`config.mk`:
```
export PLATFORM = sky130hd
export DESIGN_NAME = mac_seq32
export DESIGN_NICKNAME = d
export VERILOG_FILES = /design/src/rtl/mac_seq32_pkg.sv /design/src/rtl/mac_seq32_fa32.sv /design/src/rtl/mac_seq32.sv
export SDC_FILE = /design/constraint.sdc
export NUM_CORES = 1
export LEC_CHECK = 0
export CORE_ASPECT_RATIO = 1.1
export CORE_UTILIZATION = 61
export DETAILED_ROUTE_END_ITERATION = 7
export GPL_TIMING_DRIVEN = 0
export PLACE_DENSITY = 0.94
export SLEW_MARGIN = 20
export SYNTH_ARGS = -nofsm -noshare
export SYNTH_HDL_FRONTEND = slang
export SYNTH_SLANG_ARGS = --single-unit
export TNS_END_PERCENT = 10
```
`constraint.sdc`:
```
create_clock -name sys_clk -period 13.5 [get_ports sys_clk]
set_input_delay 3.375 -clock sys_clk [delete_from_list [all_inputs] [get_ports sys_clk]]
set_output_delay 3.375 -clock sys_clk [all_outputs]
set_load 0.02 [all_outputs]
```
`src/rtl/mac_seq32_pkg.sv`:
```
// Shared constants and state type for the mac_seq32 shift-add multiply-accumulate engine.
package mac_seq32_pkg;
    localparam int unsigned STEPS = 16;
    localparam int unsigned ACC_W = 32;
    localparam int unsigned CNT_W = $clog2(STEPS);

    typedef enum logic [1:0] {
        ST_IDLE = 2'd0,
        ST_RUN  = 2'd1,
        ST_DONE = 2'd2
    } state_t;
endpackage

```
`src/rtl/mac_seq32_fa32.sv`:
```
// 32-bit full adder used as the add stage of mac_seq32.
module mac_seq32_fa32
    import mac_seq32_pkg::*;
(
    input  logic [ACC_W-1:0] a,
    input  logic [ACC_W-1:0] b,
    input  logic             ci,
    output logic [ACC_W-1:0] sum,
    output logic             co32
);
    assign {co32, sum} = {1'b0, a} + {1'b0, b} + (ACC_W + 1)'(ci);
endmodule

```
`src/rtl/mac_seq32.sv`:
```
// Sequential 16x16 shift-add MAC: one partial product per cycle into the full adder.
// Optional early termination for unsigned operands: define MAC_EARLY_TERM_EN.
module mac_seq32
    import mac_seq32_pkg::*;
(
    input  logic             sys_clk,
    input  logic             resetl,
    input  logic             start,
    input  logic             acc_en,
    input  logic             sgn,
    input  logic [STEPS-1:0] opa,
    input  logic [STEPS-1:0] opb,
    output logic             busy,
    output logic             done,
    output logic [ACC_W-1:0] result,
    output logic             ovf
);
    state_t           state;
    logic [CNT_W-1:0] cnt;
    logic [STEPS-1:0] opa_reg;
    logic [STEPS-1:0] opb_reg;
    logic             sgn_reg;
    logic [ACC_W-1:0] acc;

    logic [ACC_W-1:0] opb_ext;
    logic [ACC_W-1:0] pp;
    logic             neg_step;
    logic [ACC_W-1:0] add_b;
    logic [ACC_W-1:0] sum;
    logic             co32;
    logic             last_step;

    always_comb begin
        opb_ext  = sgn_reg ? {{(ACC_W-STEPS){opb_reg[STEPS-1]}}, opb_reg}
                           : {{(ACC_W-STEPS){1'b0}}, opb_reg};
        pp       = opa_reg[cnt] ? (opb_ext << cnt) : '0;
        // Signed MSB carries negative weight: subtract via ~pp + 1.
        neg_step = sgn_reg && (cnt == CNT_W'(STEPS - 1)) && opa_reg[STEPS-1];
        add_b    = neg_step ? ~pp : pp;
    end

    always_comb begin
        last_step = (cnt == CNT_W'(STEPS - 1));
`ifdef MAC_EARLY_TERM_EN
        if (!sgn_reg && (((opa_reg >> cnt) >> 1) == '0))
            last_step = 1'b1;
`endif
    end

    mac_seq32_fa32 u_add (
        .a    (acc),
        .b    (add_b),
        .ci   (neg_step),
        .sum  (sum),
        .co32 (co32)
    );

    always_ff @(posedge sys_clk or negedge resetl) begin
        if (!resetl) begin
            state   <= ST_IDLE;
            cnt     <= '0;
            opa_reg <= '0;
            opb_reg <= '0;
            sgn_reg <= 1'b0;
            acc     <= '0;
            busy    <= 1'b0;
            done    <= 1'b0;
            ovf     <= 1'b0;
        end else begin
            done <= 1'b0;
            case (state)
                ST_IDLE, ST_DONE: begin
                    if (start) begin
                        state   <= ST_RUN;
                        busy    <= 1'b1;
                        opa_reg <= opa;
                        opb_reg <= opb;
                        sgn_reg <= sgn;
                        cnt     <= '0;
                        ovf     <= 1'b0;
                        if (!acc_en)
                            acc <= '0;
                    end else begin
                        state <= ST_IDLE;
                    end
                end
                ST_RUN: begin
                    acc <= sum;
                    cnt <= cnt + 1'b1;
                    if (!sgn_reg && co32)
                        ovf <= 1'b1;
                    if (last_step) begin
                        state <= ST_DONE;
                        busy  <= 1'b0;
                        done  <= 1'b1;
                    end
                end
                default: begin
                    state <= ST_IDLE;
                    busy  <= 1'b0;
                end
            endcase
        end
    end

    assign result = acc;
endmodule
```
# After elaboration in Yosys (flattened, before gate mapping)

Cells that the tools add are included.

Add/sub/neg operators: 3
$lt $le $gt $ge: 1
Equal/unequal tests: 7
Shift operators: 1
Mux-type cells: 21
Bitwise logic cells: 1
Reduce and logical (&&, ||, !) cells: 12

Operator list:

| cell                                                                         | number |
|---|---|
| 32-bit two-way mux                                                           | 5 |
| 32-bit one-hot mux with 2 select lines                                       | 1 |
| 32-bit by 32-bit adder with 33-bit output                                    | 1 |
| 33-bit by 1-bit adder with 33-bit output                                     | 1 |
| 32-bit NOT                                                                   | 1 |
| 32-bit by 4-bit << shifter with 32-bit output                                | 1 |
| 1-bit two-way mux                                                            | 8 |
| 2-bit inequality test, second input constant                                 | 4 |
| 4-bit one-hot mux with 2 select lines                                        | 1 |
| 2-bit AND reduction                                                          | 3 |
| 3-bit AND reduction                                                          | 2 |
| 4-bit by 5-bit less-than comparator with 1-bit output, second input constant | 1 |
| 4-bit by 1-bit adder with 4-bit output, second input constant                | 1 |
| 1-bit binary-select mux with 4-bit select                                    | 1 |
| 4-bit == test, second input constant                                         | 1 |
| 4-bit two-way mux                                                            | 1 |
| 1-bit one-hot mux with 2 select lines                                        | 2 |
| 2-bit one-hot mux with 2 select lines                                        | 1 |
| 1-bit logical AND                                                            | 3 |
| 2-bit by 1-bit == test with 1-bit output, second input constant              | 1 |
| 2-bit == test, second input constant                                         | 1 |
| 2-bit logical NOT                                                            | 1 |
| 2-bit two-way mux                                                            | 1 |
| 2-bit nonzero test                                                           | 1 |
| other kinds (2)                                                              | 2 |

Flip-flop bits (word level): 74
Input port bits: 37
Logic and storage cells: 55

# Longest topological paths before layout

Depth after elaboration: 10
Depth in mapped cells: 21
Depth with buffers taken out: 18

# By module

From an unflattened synthesis, not the netlist that was laid out.

Cells, all modules: 657
Area total of the unflattened synthesis: 5898.2 sq um

By module, submodules not included:

| module         | times used | cells an instance | area an instance (sq um) | seq. area each (sq um) |
|---|---|---|---|---|
| mac_seq32      | 1          | 420               | 4184.0                   | 1851.8 |
| mac_seq32_fa32 | 1          | 237               | 1714.1                   | 0.0 |

# Worst setup path after synthesis

Ideal clock, no wire load.

Kind: in2reg
Start point: in start
End point: reg acc[0], in the netlist result[0]
Setup time: 0.110 ns
Data arrival time: 4.405 ns
Path slack: 8.984 ns
Stages on the path: 7
Path buffers: 2
Cells stage by stage: nand2b_1 clkbuf_1 nor2_1 nor2_1 clkbuf_1 o21ai_0 o41ai_1

Cells in the longest elaborated chain, start to end: 2

RTL lines:

| what                            | RTL line        | RTL |
|---|---|---|
| from (decl)                     | mac_seq32.sv:8  | `input logic start,` |
| 2-bit inequality test (no line) | --              |  |
| 3-bit AND reduction (no line)   | --              |  |
| to (signal assigned)            | mac_seq32.sv:88 | `acc <= sum;` |
| to (decl)                       | mac_seq32.sv:23 | `logic [ACC_W-1:0] acc;` |

No other way between the ends.
A chain may end at the register's enable or synchronous reset.

# Worst setup path in the final report

Start point: reg cnt[0]
End point: reg acc[26], in the netlist result[26]

Cells in the longest elaborated chain, start to end: 8
Elaborated cells on any way between the ends: 12

RTL lines:

| what                                       | RTL line             | RTL |
|---|---|---|
| from (decl)                                | mac_seq32.sv:19      | `logic [CNT_W-1:0] cnt;` |
| from (signal assigned)                     | mac_seq32.sv:89      | `cnt <= cnt + 1'b1;` |
| 1-bit binary-select mux with 4-bit select  | mac_seq32.sv:36      | `pp = opa_reg[cnt] ? (opb_ext << cnt) : '0;` |
| 1-bit two-way mux (not written as such)    | mac_seq32.sv:36      |  |
| 32-bit two-way mux                         | mac_seq32.sv:36      |  |
| 32-bit NOT                                 | mac_seq32.sv:39      | `add_b = neg_step ? ~pp : pp;` |
| 32-bit two-way mux                         | mac_seq32.sv:39      |  |
| 32-bit by 32-bit adder with 33-bit output  | mac_seq32_fa32.sv:11 | `assign {co32, sum} = {1'b0, a} + {1'b0, b} + (ACC_W + 1)'(ci);` |
| 33-bit by 1-bit adder with 33-bit output * | mac_seq32_fa32.sv:11 |  |
| 32-bit one-hot mux with 2 select lines *   | mac_seq32.sv:71      | `case (state)` |

Mark *: on every way between the ends. The rest lies on a longest branch, timed or not. The select of a mux whose other input is x is not followed.

==> flow_summary.toml <==
[global_routing]
global_route.overflow_total = 0
grt_antenna_before_repair = 0
wire_length_of_the_first_global_routing_pass_mm = 25.2
first_global_vias = 5222
grt_max_degree = 39
grtUsageTotal = 0.340

[floorplan]
ports_placed_on_the_boundary = 72
floorplan.rows = 36
design.core.area_mm2 = 0.00887
die_height_um = 103
initial_utilization = 0.631
die_area_mm2 = 0.00957
dieWidth_um = 93.4

[drt]
vias_per_std_cell = 6.10
drc = 0
average_wire_per_cell_in_the_routed_design_um = 17.5
antenna_left = 0
post_detailed_routing_wire_length_mm = 15.4
drtPass1Iterations = 7
drt_first_iter_violations = 255
routed_via_count = 5384

[finish]
largest_register_ffs = 32
layout.nets = 835
final_layout_size_suffix_gt1_frac = 0.0494
area_overhead_of_the_layout_relative_to_synthesis_pct = 19.2
antenna_cells = 0

[clocking]
clk_pin_slew_worst_paths_ns = 0.10
maximum_level_of_the_cts_h_tree = 3
clock_latency_ns = 0.38
holdBufCountCts = 0
cts_inserted_buffers = 9
clk_path_buf_depth = 2
cts_tree = "built"
clock-root-buffer = "clkbuf_8"
numClockSinks = 74
cts_repair_resize_count = 0
cts_setup_buffers = 0

[worst_setup_path]
worst-endpoint-required_ns = 13.79
timing.critical_path.to_type = "register"
critPathKind = "reg -> reg"
largest_driver_fanout_on_the_critical_path = 10
timing.critical_path.from_type = "register"
worst_r2r_setup_slack_ns = 7.80
worstPathArrival_ns = 6.00

[place]
gp_congestion = 0.956
port-buffer-count = 71
detailed_place_hpwl_mm = 11.9

[synth]
netlist_instances = 681
synth_enable_flop_cells = 0
post-synth-top-area-cell = "dfrtp_1"
synth.distinct_cells = 61
ys_ff_latch = 74
synth.top_cell.area_share = 0.331
syn_area_mm2 = 0.00560
yosys_warnings = 0
synth_seq_area_share = 0.331
ys_async_sr_fraction = 1.00
postSynthAreaPerCell_um2 = 8.23
postSynth.topFlopCell = "dfrtp_1"
netlist_top_cells_area = "dfrtp_1 33%, nand2_1 11%, ha_1 7.4%, o21ai_0 5.1%, xnor2_1 4.8%"
synth.net_count = 752

[status]
status = "completed"

[sta]
hold_viol = 0
rsz_0062_raised_after_global_routing = "false"
fin_skew_ns = 0.0164
timing.hold.ws_ns = 0.479
report.final.setup_viol = 0
final.period_utilization = 0.422
achievable-frequency_mhz = 175
setup_tns_ns = 0
relSlewSlack = 0.413
final_period_minus_worst_setup_slack_ns = 5.70
timing.final.max_slew_violations = 0
worst_pin_slew_ns = 0.871

[hold_path]
hold_class = "reg -> reg"

[job]
cap_violations = 0
metal layers:
layer	global-route usage	vias up	routed length, µm
li1	-	2559	-
met1	0.410	2555	6440
met2	0.588	222	7620
met3	0.0575	48	768
met4	0.179	0	617
met5	0	-	0
critical path, cell delays in order (launching register included):
cell and delay, ns:
dfrtp_1 0.39, buf_6 0.18, mux4_1 0.55, and2_0 0.18, o21ai_0 0.69, nand2_1 0.30, clkbuf_1 0.32, nand3_1 0.15
xnor2_1 0.14, ha_1 0.26, clkbuf_1 0.18, a21o_1 0.18, a21o_1 0.16, a221oi_1 0.25, o21ai_0 0.32, a31oi_1 0.45
o22ai_1 0.17, o22ai_1 0.20, mux2_2 0.36, o21ai_0 0.19
worst paths after layout:
path                       depth (start not counted)    endpoint       start
setup / recovery                                  19  result[26]      cnt[0]
max in group asynchronous                          2  result[20]      resetl
hold reg to reg                                    2  opa_reg[5]  opa_reg[5]
hold / removal                                     2  opa_reg[5]  opa_reg[5]
setup reg to reg                                  19  result[26]      cnt[0]
min in group asynchronous                          1   result[3]      resetl
cell usage after synthesis (all sizes together) (2+ instances only):
library cell,number
a211oi,4
a21o,11
a21oi,49
a221oi,3
a22o,5
a22oi,2
a31oi,9
and2,4
and3,6
and4,2
buf,6
clkbuf,34
dfrtp,74
ha,33
inv,14
mux2,4
mux2i,17
mux4,8
nand2,169
nand2b,8
nand3,15
nand4,4
nor2,35
nor2b,8
nor3,3
o2111a,3
o211ai,12
o21a,4
o21ai,58
o21bai,4
o22ai,5
o31a,2
o32ai,2
or2,3
xnor2,31
xor2,15
layout make-up:
cell class	instances	area (µm²)
buffer	40	159
clock buffer	9	124
clock inverter	7	82.6
fill	667	2190
inverter	15	56.3
multi-input combinational	552	3540
sequential	74	1850
tap	114	143
timing repair buffer	72	728
cell families after synthesis:
| kind of cell | synth area share |
|---|---|
| flops | 0.331 |
| fa+ha+maj | 0.0773 |
| mux | 0.0746 |
| xor+xnor | 0.0719 |
| simple gates | 0.199 |
| buf+inv | 0.0384 |
| compound gates | 0.209 |
through the flow:
| stage | instance area [µm²] | setup slack [ns] | utilization | instances |
|---|---|---|---|---|
| 2_1_floorplan | 5600 | 8.98 | - | 681 |
| 3_3_place_gp | 6460 | 6.60 | 0.728 | 866 |
| 3_5_place_dp | 6470 | 7.75 | 0.730 | 867 |
| 4_1_cts | 6680 | 7.92 | 0.753 | 883 |
| 5_1_grt | 6680 | 7.63 | 0.753 | 883 |
| 6_report | 6680 | 7.80 | 0.753 | 883 |
placed cells by master (no fill, tap or decap), types with 11 or more instances in the layout:
cell	synthesis	final
nand2_1	169	169
dfrtp_1	74	74
clkdlybuf4s50_1	0	70
o21ai_0	57	57
a21oi_1	48	48
nor2_1	35	35
clkbuf_1	34	34
ha_1	33	33
xnor2_1	31	31
mux2i_1	17	17
nand3_1	15	15
xor2_1	15	15
inv_1	14	14
o211ai_1	11	11
a21o_1	11	11
Power is left out: the tool's default activity adds up to more than one toggle a clock period on the data nets, which glitch-free logic cannot reach.
